$ cat config.mk
export PLATFORM = sky130hd
export DESIGN_NAME = sl_preceptron_vector_streamer_flat
export DESIGN_NICKNAME = d
export VERILOG_FILES = /design/src/rtl/sl_preceptron_pkg.sv /design/src/rtl/sl_preceptron_vector_streamer_if.sv /design/src/rtl/sl_preceptron_stream_fifo.sv /design/src/rtl/sl_preceptron_vector_streamer.sv /design/src/flat_wrapper.sv
export SDC_FILE = /design/constraint.sdc
export NUM_CORES = 1
export LEC_CHECK = 0
export BUFFER_PORTS_ARGS = -buffer_cell sky130_fd_sc_hd__clkbuf_2
export CAP_MARGIN = 20
export CORE_MARGIN = 4
export CORE_UTILIZATION = 35
export DETAILED_ROUTE_END_ITERATION = 8
export GPL_TIMING_DRIVEN = 0
export REMOVE_ABC_BUFFERS = 1
export SKIP_CTS_REPAIR_TIMING = 1
export SLEW_MARGIN = 15
export SYNTH_ARGS = -nofsm -noshare
export SYNTH_HDL_FRONTEND = slang
export SYNTH_SLANG_ARGS = --single-unit
export TNS_END_PERCENT = 50
$ cat constraint.sdc
create_clock -name clk -period 4.07 [get_ports clk]
set_clock_uncertainty 0.15 [all_clocks]
set_input_delay 0.6105 -clock clk [delete_from_list [all_inputs] [get_ports clk]]
set_output_delay 0.6105 -clock clk [all_outputs]
set_load 0.01 [all_outputs]
$ cat src/rtl/sl_preceptron_pkg.sv
// sl_preceptron_pkg: shared FSM states and MAC interface timing for the vector streamer
package sl_preceptron_pkg;
  typedef enum logic [2:0] {ST_IDLE, ST_START, ST_LOAD, ST_STREAM, ST_GAP} state_t;
  localparam int MAC_START_TO_DATA = 2;
  localparam int MAC_RECOVERY = 1;
endpackage

$ cat src/rtl/sl_preceptron_vector_streamer_if.sv
// sl_preceptron_vector_streamer_if: valid/ready sample stream with end-of-vector marker
interface sl_preceptron_vector_streamer_if #(parameter int DW = 8);
  logic s_valid;
  logic s_ready;
  logic s_last;
  logic [DW-1:0] s_data;
  modport master (output s_valid, s_data, s_last, input s_ready);
  modport slave (input s_valid, s_data, s_last, output s_ready);
endinterface

$ cat src/rtl/sl_preceptron_stream_fifo.sv
// sl_preceptron_stream_fifo: first-word-fall-through synchronous FIFO with occupancy output
module sl_preceptron_stream_fifo #(
  parameter int WIDTH = 8,
  parameter int DEPTH = 128,
  localparam int AW = $clog2(DEPTH),
  localparam int LW = AW + 1
) (
  input  logic             clk,
  input  logic             rst_n,
  input  logic             push_i,
  input  logic             pop_i,
  input  logic [WIDTH-1:0] din_i,
  output logic [WIDTH-1:0] dout_o,
  output logic             full_o,
  output logic [LW-1:0]    level_o
);
  logic [WIDTH-1:0] mem_q [DEPTH];
  logic [AW-1:0] wr_q, rd_q;
  logic [LW-1:0] level_q;
  logic push_ok, pop_ok;
  assign full_o = level_q == LW'(DEPTH);
  assign push_ok = push_i && !full_o;
  assign pop_ok = pop_i && level_q != '0;
  assign dout_o = mem_q[rd_q];
  assign level_o = level_q;
  always_ff @(posedge clk) begin
    if (push_ok) mem_q[wr_q] <= din_i;
  end
  // pointers wrap naturally because DEPTH is a power of two
  always_ff @(posedge clk or negedge rst_n) begin
    if (!rst_n) begin
      wr_q <= '0;
      rd_q <= '0;
      level_q <= '0;
    end else begin
      wr_q <= wr_q + AW'(push_ok);
      rd_q <= rd_q + AW'(pop_ok);
      level_q <= level_q + LW'(push_ok) - LW'(pop_ok);
    end
  end
endmodule

$ cat src/rtl/sl_preceptron_vector_streamer.sv
// sl_preceptron_vector_streamer: buffers framed sample vectors and replays whole vectors to the MAC with fixed timing
module sl_preceptron_vector_streamer
  import sl_preceptron_pkg::*;
#(
  parameter int DATA_IN_WIDTH = 8,
  parameter int VECTOR_LENGTH = 64,
  parameter int FIFO_DEPTH = 128,
  parameter int CNT_WIDTH = 16,
  localparam int LW = $clog2(FIFO_DEPTH) + 1
) (
  input  logic                     clk,
  input  logic                     rst_n,
  sl_preceptron_vector_streamer_if.slave s,
  input  logic                     cfg_clear_error,
  output logic                     start_vector_processing,
  output logic                     data_valid,
  output logic [DATA_IN_WIDTH-1:0] data_in,
  output logic                     done_vector_processing,
  output logic [LW-1:0]            status_fifo_level,
  output logic                     status_busy,
  output logic [CNT_WIDTH-1:0]     status_vectors_sent,
  output logic                     status_frame_error
);
  localparam int IW = $clog2(VECTOR_LENGTH);
  state_t state_q, state_d;
  logic [IW-1:0] in_idx_q, in_idx_d, cnt_q, cnt_d;
  logic [LW-1:0] pend_q, pend_d, level;
  logic [CNT_WIDTH-1:0] sent_q, sent_d;
  logic [DATA_IN_WIDTH-1:0] data_q, data_d, head;
  logic err_q, err_d, start_q, start_d, dv_q, dv_d, done_q, done_d;
  logic full, push, pop, in_end, complete, bad_frame, discard, last_beat;
  sl_preceptron_stream_fifo #(.WIDTH(DATA_IN_WIDTH), .DEPTH(FIFO_DEPTH)) u_fifo (
    .clk     (clk),
    .rst_n   (rst_n),
    .push_i  (push),
    .pop_i   (pop),
    .din_i   (s.s_data),
    .dout_o  (head),
    .full_o  (full),
    .level_o (level)
  );
  assign s.s_ready = !full;
  assign push = s.s_valid && !full;
  assign in_end = in_idx_q == IW'(VECTOR_LENGTH - 1);
  assign complete = push && in_end;
  assign bad_frame = push && (s.s_last != in_end);
  // entries beyond the pending whole vectors and the vector being assembled are orphans of a framing error
  assign discard = state_q == ST_IDLE && (level - LW'(in_idx_q) > pend_q * LW'(VECTOR_LENGTH));
  assign last_beat = state_q == ST_STREAM && cnt_q == IW'(VECTOR_LENGTH - 1);
  assign pop = discard || state_q == ST_STREAM;
  always_comb begin
    in_idx_d = push ? ((s.s_last || in_end) ? '0 : in_idx_q + 1'b1) : in_idx_q;
    pend_d = pend_q + LW'(complete) - LW'(last_beat);
    sent_d = sent_q + CNT_WIDTH'(last_beat);
    err_d = bad_frame || (err_q && !cfg_clear_error);
    start_d = state_q == ST_START;
    dv_d = state_q == ST_STREAM;
    data_d = dv_d ? head : data_q;
    done_d = last_beat;
  end
  always_comb begin
    state_d = state_q;
    cnt_d = cnt_q;
    case (state_q)
      ST_IDLE: state_d = (!discard && pend_q != '0) ? ST_START : ST_IDLE;
      ST_START: begin
        state_d = ST_LOAD;
        cnt_d = '0;
      end
      ST_LOAD: begin
        state_d = cnt_q == IW'(MAC_START_TO_DATA - 2) ? ST_STREAM : ST_LOAD;
        cnt_d = cnt_q == IW'(MAC_START_TO_DATA - 2) ? '0 : cnt_q + 1'b1;
      end
      ST_STREAM: begin
        state_d = last_beat ? ST_GAP : ST_STREAM;
        cnt_d = last_beat ? '0 : cnt_q + 1'b1;
      end
      ST_GAP: begin
        state_d = cnt_q == IW'(MAC_RECOVERY - 1) ? ST_IDLE : ST_GAP;
        cnt_d = cnt_q + 1'b1;
      end
      default: state_d = ST_IDLE;
    endcase
  end
  always_ff @(posedge clk or negedge rst_n) begin
    if (!rst_n) begin
      state_q <= ST_IDLE;
      cnt_q <= '0;
      in_idx_q <= '0;
      pend_q <= '0;
      sent_q <= '0;
      err_q <= 1'b0;
      start_q <= 1'b0;
      dv_q <= 1'b0;
      data_q <= '0;
      done_q <= 1'b0;
    end else begin
      state_q <= state_d;
      cnt_q <= cnt_d;
      in_idx_q <= in_idx_d;
      pend_q <= pend_d;
      sent_q <= sent_d;
      err_q <= err_d;
      start_q <= start_d;
      dv_q <= dv_d;
      data_q <= data_d;
      done_q <= done_d;
    end
  end
  assign start_vector_processing = start_q;
  assign data_valid = dv_q;
  assign data_in = data_q;
  assign done_vector_processing = done_q;
  assign status_fifo_level = level;
  assign status_busy = state_q != ST_IDLE;
  assign status_vectors_sent = sent_q;
  assign status_frame_error = err_q;
endmodule

$ cat src/flat_wrapper.sv
// flat-port wrapper written by rule: the top's interface ports become plain ports
module sl_preceptron_vector_streamer_flat import sl_preceptron_pkg::*;
#(
  parameter int DATA_IN_WIDTH = 8,
  parameter int VECTOR_LENGTH = 64,
  parameter int FIFO_DEPTH = 128,
  parameter int CNT_WIDTH = 16,
  localparam int LW = $clog2(FIFO_DEPTH) + 1
)
  (clk, rst_n, cfg_clear_error, start_vector_processing, data_valid, data_in, done_vector_processing, status_fifo_level, status_busy, status_vectors_sent, status_frame_error, s_s_valid, s_s_data, s_s_last, s_s_ready);
  sl_preceptron_vector_streamer_if #(.DW((8))) s_i ();
  input  logic clk;
  input  logic rst_n;
  input  logic cfg_clear_error;
  output logic start_vector_processing;
  output logic data_valid;
  output logic [DATA_IN_WIDTH-1:0] data_in;
  output logic done_vector_processing;
  output logic [LW-1:0] status_fifo_level;
  output logic status_busy;
  output logic [CNT_WIDTH-1:0] status_vectors_sent;
  output logic status_frame_error;
  input wire logic [$bits(s_i.s_valid)-1:0] s_s_valid;
  input wire logic [$bits(s_i.s_data)-1:0] s_s_data;
  input wire logic [$bits(s_i.s_last)-1:0] s_s_last;
  output wire logic [$bits(s_i.s_ready)-1:0] s_s_ready;
  assign s_i.s_valid = s_s_valid;
  assign s_i.s_data = s_s_data;
  assign s_i.s_last = s_s_last;
  assign s_s_ready = s_i.s_ready;
  sl_preceptron_vector_streamer #(.DATA_IN_WIDTH(DATA_IN_WIDTH), .VECTOR_LENGTH(VECTOR_LENGTH), .FIFO_DEPTH(FIFO_DEPTH), .CNT_WIDTH(CNT_WIDTH)) u_core (.clk(clk), .rst_n(rst_n), .s(s_i), .cfg_clear_error(cfg_clear_error), .start_vector_processing(start_vector_processing), .data_valid(data_valid), .data_in(data_in), .done_vector_processing(done_vector_processing), .status_fifo_level(status_fifo_level), .status_busy(status_busy), .status_vectors_sent(status_vectors_sent), .status_frame_error(status_frame_error));
endmodule
==> impl_metrics.yaml, run 1 <==
outcome:
  status: "finished, violations left"
  violations: "setup timing"
timing:
  fin_crit_ns: 4.561
  rsz0062_at_grt: "yes"
  period_share_pct: 112.1
  worst_pin_slew_ns: 1.075
  slew-limit-headroom_pct: 28.20
  setup_viol: 4
  slew_viol_final: 0
  fmax_ghz: 0.2193
  hold_violations: 0
  setup_ws_ns: -0.4907
worst_setup_path:
  max_stage_delay_ns: 0.40
  critPathTopFamily: "adder cells"
  worst_ep_arrival_time_ns: 5.02
  crit_path_top_delay_cell: "dfrtp_1"
  cp-end-kind: "flip-flop"
  path_class: "reg2reg"
  path_max_fanout: 3
  required_ns: 4.53
  cpMostUsedCell: "a21oi_2"
  crit_buf_inv: 3
  startpoint_type: "flip-flop"
floorplan:
  rows: 129
  chipHeight_um: 362.0
  start_util_pct: 35.34
  ioPinCount: 51
  core_mm2: 0.1241
  dieArea_mm2: 0.1310
  die_w_um: 362.0
power:
  total_power_uw: 34580
  p_comb_share_pct: 29.9
  p_seq_share_pct: 38.7
  p_int_uw: 23680
  p_switching_uw: 10900
  powerDensity_mw_per_mm2: 680.2
  clkPwrFrac_pct: 31.4
  switching_share_pct: 31.53
  ir_drop_mv: 0.4346
  power.leakage_uw: 0.01663
routing:
  antenna_left: 0
  first_pass_iters: 5
  drt_iter0_drc: 2478
  vias: 22347
  routedWlPerCell_um: 25.00
  drc: 0
  via_per_inst: 5.358
  wl_um: 104300
cts:
  cts_sinks: 1097
  clockBufferDepth: 3
  clockRootBuffer: "clkbuf_16"
  numCtsBuffers: 111
  insertion_delay_ns: 0.69
  cts.reportedPaths.clkPinSlew_ns: 0.07
  cts_max_level: 3
  cts_tree: "done"
logic_synthesis:
  synthSimpleGateAreaFrac_pct: 3.877
  synth_top_family_by_area: "multiplexers"
  netlist_area_mm2: 0.04386
  synthArstFlopShare_pct: 6.655
  avgSynthCellArea_um2: 18.81
  synth_compound_area_share_pct: 4.031
  ys_ff_latch: 1097
  synth-main-ff-cell: "edfxtp_1"
  syn_inst: 2332
  synth_edf_count: 1024
  yosysWarnings: 0
  synth_mux_area_share_pct: 13.68
  synth_xor_area_share_pct: 0.8188
  ys_seq_area_share_pct: 74.28
  synth.distinct_cells: 60
  synth_fa_ha_area_share_pct: 1.307
layout:
  final_area_mm2: 0.05084
  nets: 2495
  drive_gt1_share_pct: 22.26
  fin_util_pct: 40.96
  fill_cells: 10747
  diodes: 0
  syn_to_final_growth_pct: 15.91
grt:
  grt_usage_pct: 15.65
  grt_pass1_vias: 22621
  grt_pass1_wl_um: 153000
  antenna_found_initial: 1
  grt_overflow: 0
  grt_max_degree: 129
placed_design:
  port_buffers: 50
  place_area_mm2: 0.04650
  place_congestion: 0.7991
  hpwl_um: 64760
hold_path:
  hp-class: "in2reg"
run:
  cap_viol_max_count: 0
==> worst paths after layout <==
path                                                startpoint                        endpoint  slack, ns  cells past startpoint
min in group asynchronous                                rst_n        u_core.u_fifo.level_o[6]       0.34                      2
worst max register to register        u_core.u_fifo.level_o[0]        u_core.u_fifo.level_o[6]      -0.49                     26
max in group asynchronous                                rst_n               u_core.data_in[7]       2.79                      3
worst max-delay path                  u_core.u_fifo.level_o[0]        u_core.u_fifo.level_o[6]      -0.49                     26
worst min-delay path                               s_s_data[2]      u_core.u_fifo.mem_q[78][2]       0.17                      1
worst min register to register  u_core.status_vectors_sent[15]  u_core.status_vectors_sent[15]       0.32                      1
==> power groups by stage <==
| stage | clock (µW) | sequential, µW | combinational, µW |
|---|---|---|---|
| 5_1_grt | 11500 | 13400 | 11000 |
| 6_report | 10900 | 13400 | 10300 |
| 3_3_place_gp | 0 | 14200 | 6770 |
| 3_5_place_dp | 0 | 13700 | 9920 |
| 2_1_floorplan | 0 | 13900 | 5080 |
| 4_1_cts | 11000 | 13400 | 9950 |
==> cell usage after synthesis, types with 4 or more instances <==
| library cell | count | area share, % |
|---|---|---|
| a22oi_1 | 48 | 0.82 |
| edfxtp_1 | 1024 | 70 |
| buf_2 | 26 | 0.30 |
| a221oi_1 | 17 | 0.34 |
| and3_1 | 5 | 0.071 |
| mux2i_1 | 164 | 3.7 |
| buf_6 | 20 | 0.51 |
| nor2_1 | 176 | 1.5 |
| o21ai_0 | 41 | 0.47 |
| nand2b_1 | 10 | 0.14 |
| o221ai_1 | 11 | 0.22 |
| mux4_2 | 191 | 9.8 |
| inv_1 | 47 | 0.40 |
| clkbuf_1 | 45 | 0.39 |
| o22ai_1 | 13 | 0.19 |
| o31ai_1 | 5 | 0.086 |
| buf_4 | 13 | 0.22 |
| nand3_1 | 42 | 0.48 |
| a22o_1 | 8 | 0.16 |
| a21oi_1 | 37 | 0.42 |
| and2_1 | 6 | 0.086 |
| o32ai_1 | 4 | 0.080 |
| dfrtp_1 | 73 | 4.2 |
| buf_1 | 5 | 0.043 |
| nand2_1 | 68 | 0.58 |
| ha_1 | 41 | 1.2 |
| nor3b_1 | 4 | 0.068 |
| a211oi_1 | 22 | 0.38 |
| a221o_1 | 5 | 0.11 |
| nor2b_1 | 26 | 0.37 |
| xnor2_1 | 25 | 0.50 |
| o21bai_1 | 5 | 0.086 |
| nand4_1 | 12 | 0.17 |
| mux2_2 | 5 | 0.13 |
| xor2_1 | 16 | 0.32 |
| nor3_1 | 13 | 0.15 |
| or3_1 | 7 | 0.10 |
| a31oi_1 | 10 | 0.14 |
==> cell families (layout without fill, tap and decap cells) <==
group / after synthesis / count (layout)
flops: 1097 / 1097
simple gates: 378 / 378
mux: 360 / 360
compound gates: 252 / 252
buf+inv: 160 / 362
fa+ha+maj: 44 / 44
xor+xnor: 41 / 41
==> cell type report <==
type                    count  area [µm²]  area share [%]
clock buffers             127        2900           5.705
clock inverters            82        1041           2.048
inverters                  47       176.4          0.3470
multi-input cells        1075       10660           20.97
flip-flops and latches   1097       32590           64.11
well taps                1637        2048           4.029
repair buffers            106        1419           2.791
==> layout by cell type, fill, tap and decap left out, types with 16 or more instances in the layout <==
cell type and n:
nor2b_1 24, buf_16 28, a22oi_1 48, a211oi_1 19, nor2_1 136, bufinv_16 22, xor2_1 16, nor2_2 39
clkinv_1 16, a221oi_1 16, ha_1 37, mux2i_1 164, clkinv_2 23, o21ai_0 36, a21oi_1 30, clkbuf_2 41
dfrtp_1 68, nand3_1 38, clkbuf_16 114, nand2_1 65, mux4_2 191, edfxtp_1 1024, xnor2_1 25, inv_1 44
==> registers in the layout (all words and copies together) (netlist names) <==
register                        flops
u_core.u_fifo.mem_q              1024
u_core.done_vector_processing       1
u_core.pend_q                       8
u_core.status_vectors_sent         16
u_core.start_vector_processing      1
u_core.data_in                      8
u_core.u_fifo.wr_q                  7
u_core.u_fifo.rd_q                  7
u_core.status_frame_error           1
u_core.state_q                      3
u_core.cnt_q                        6
u_core.u_fifo.level_o               8
u_core.in_idx_q                     6
u_core.data_valid                   1
==> layer usage <==
metal / wire length (µm) / global-route usage (%) / part of all wire (%) / vias up
li1: - / - / - / 9633
met1: 43360 / 21.33 / 42 / 11764
met2: 50940 / 25.78 / 49 / 798
met3: 7310 / 2.935 / 7.0 / 152
met4: 2667 / 4.468 / 2.6 / 0
met5: 0 / 0 / 0 / -
==> per-stage QoR <==
step                      TNS (ns)  setup slack, ns  hold WS [ns]  std cells
final                       -1.473          -0.4907        0.1736       4171
after floorplan            -138.14           -9.548        0.1649       2219
after detailed placement    -17.92           -1.103        0.3153       3942
after CTS                   -20.26           -1.149       -0.2314       4151
after global placement     -753.31           -15.13        0.3112       3906
after global routing        -13.74          -0.7601        0.1603       4171
==> worst reg2reg max path, cell delays in order (launching register included) <==
cell and delay [ns]:
dfrtp_1 0.40, inv_2 0.09, ha_4 0.14, inv_2 0.04
fa_2 0.35, nand2_1 0.06, nand2_1 0.06, a21oi_2 0.13
o21bai_1 0.10, a21oi_2 0.14, xnor2_1 0.09, ha_1 0.29
nor2b_1 0.14, nand4_1 0.14, a2111oi_4 0.34, o31a_1 0.21
a21oi_2 0.06, ha_1 0.29, inv_2 0.05, ha_4 0.16
fa_2 0.35, a21oi_2 0.16, nor2_2 0.06, o21ai_1 0.13
a21oi_1 0.08, nor2_1 0.16, xnor2_1 0.13
Note: power is estimated with default switching activity, not from simulation.
==> run 2: changes to the inputs <==
Settings changed: CORE_MARGIN 4 to 3, MAX_ROUTING_LAYER set to met4.
==> run 2 against run 1 <==
Net effect:
- the run still ends with setup timing left
- register-to-register slack got worse by 0.03 ns
- maximum frequency decreased by 0.72%
- core utilization decreased by 0.35 points
- worst hold slack improved by 0.026 ns
- global-route usage increased by 0.65 points
- via count decreased by 0.21%
- first-iteration DRC count decreased by 5.5%
- wire length increased by 0.53%
- clock power decreased by 11%
- setup slack got worse by 0.033 ns
- critical path type unchanged
- critical endpoint is now u_core.u_fifo.level_o[7]
==> impl_metrics.yaml, run 2 (synthesized netlist as in run 1, its figures left out) <==
outcome:
  status: "finished, violations left"
  violations: "setup timing"
layout:
  final_common_cell: "edfxtp_1"
  drive_gt1_share_pct: 20.48
  layout_common_cells: "edfxtp_1, mux4_2, nor2_1"
  largest-register: "u_core.u_fifo.mem_q"
  nets: 2505
  fill_cells: 10795
  syn_to_final_growth_pct: 14.92
  largest_reg_flops: 1024
cts:
  cts_tree: "done"
  insertion_delay_ns: 0.70
  cts.reportedPaths.clkPinSlew_ns: 0.06
  clockBufferDepth: 3
  numCtsBuffers: 111
  cts_sinks: 1097
  clockRootBuffer: "clkbuf_16"
  cts_max_level: 3
worst_setup_path:
  cp-end-kind: "flip-flop"
  startpoint_type: "flip-flop"
  path_max_fanout: 3
  worst_ep_arrival_time_ns: 5.04
  path_class: "reg2reg"
  required_ns: 4.51
floorplan:
  rows: 129
  die_w_um: 360.0
  chipHeight_um: 360.0
  dieArea_mm2: 0.1296
  ioPinCount: 51
  start_util_pct: 35.34
  core_mm2: 0.1241
grt:
  grt_max_degree: 129
  antenna_found_initial: 2
  grt_usage_pct: 16.29
  grt_pass1_wl_um: 153000
  grt_overflow: 0
  grt_pass1_vias: 22852
timing:
  slew_viol_final: 0
  rsz0062_at_grt: "yes"
  setup_viol: 47
  setup_tns_ns: -3.525
  period_share_pct: 112.9
  setup_ws_ns: -0.5238
  fin_crit_ns: 4.594
  fmax_ghz: 0.2177
  slew-limit-headroom_pct: 20.38
  hold_violations: 0
  worst_pin_slew_ns: 1.192
routing:
  drt_iter0_drc: 2341
  via_per_inst: 5.332
  top_layer: "met4"
  routedWlPerCell_um: 25.07
  met2_length_um: 50650
  first_pass_iters: 7
  met1_length_um: 42910
  drc: 0
  wl_um: 104800
  vias: 22299
  dr_wl_met3_um: 8358
  antenna_left: 0
hold_path:
  hp-class: "in2reg"
placed_design:
  port_buffers: 50
  post-place-ws_ns: -1.152
  hpwl_um: 65230
  place_congestion: 0.8141
power:
  ir_drop_mv: 0.4560
  total_power_uw: 33490
  power.leakage_uw: 0.01650
  powerDensity_mw_per_mm2: 664.4
run:
  cap_viol_max_count: 0
## run 2: changes by cell type in the layout (fill, tap and decap cells not counted), sizes merged
cell,previous run,this run
clkinv,42,56
inv,52,51
clkinvlp,13,1
diode,0,1
buf,52,63
bufinv,22,5
clkbuf,178,193
## run 2: layout make-up
cell class | count | area [µm²] | area share (%)
flip-flops and latches | 1097 | 32590 | 64.67
diodes | 1 | 2.502 | 0.004965
clock inverters | 66 | 545.5 | 1.082
well taps | 1637 | 2048 | 4.064
repair buffers | 116 | 1485 | 2.947
clock buffers | 143 | 2938 | 5.829
inverters | 47 | 176.4 | 0.3500
multi-input cells | 1075 | 10610 | 21.06
## run 2: worst paths after layout
check | startpoint | endpoint | slack (ns) | depth (start not counted)
worst max register to register | u_core.u_fifo.level_o[0] | u_core.u_fifo.level_o[7] | -0.52 | 26
max in group asynchronous | rst_n | u_core.data_in[0] | 2.78 | 3
worst min-delay path | s_s_last | u_core.status_frame_error | 0.20 | 5
worst max-delay path | u_core.u_fifo.level_o[0] | u_core.u_fifo.level_o[7] | -0.52 | 26
worst min register to register | u_core.status_vectors_sent[15] | u_core.status_vectors_sent[15] | 0.35 | 1
min in group asynchronous | rst_n | u_core.in_idx_q[4] | 0.34 | 2
## run 2: layer usage
metal	up-vias	global-route usage [%]
li1	9634	-
met1	11632	21.04
met2	872	25.47
met3	161	3.796
met4	0	5.451
met5	-	-
## run 2: stage by stage
step | std cells | utilization [%] | hold WS [ns] | instance area (µm²)
finish | 4182 | 40.61 | 0.1992 | 50400
detailed placement | 3945 | 37.46 | 0.3422 | 46500
global placement | 3906 | 36.62 | 0.3118 | 45450
global route | 4182 | 40.61 | 0.2266 | 50400
floorplan | 2219 | - | 0.1649 | 43150
CTS | 4154 | 40.27 | -0.2375 | 49980
## run 2: critical path, cell delays in order (launching register included)
cell and delay, ns:
dfrtp_1 0.41, inv_2 0.09, ha_4 0.13, inv_2 0.04, fa_2 0.35, nand2_1 0.08
nand2_1 0.06, a21oi_2 0.15, o21bai_1 0.09, a21oi_1 0.16, xnor2_1 0.11, ha_1 0.28
nor2b_1 0.13, nand4_1 0.14, a2111oi_4 0.33, o31a_1 0.22, a21oi_2 0.06, ha_1 0.21
inv_2 0.06, ha_1 0.21, a21o_1 0.20, a21oi_2 0.16, o21bai_1 0.11, a21oi_2 0.16
o21bai_1 0.10, a21oi_2 0.14, xor2_1 0.18
## run 2: report_power, final
group	switching, µW	internal [µW]
clock	4270	5440
sequential	648	12800
combinational	5950	4410
total	10900	22600
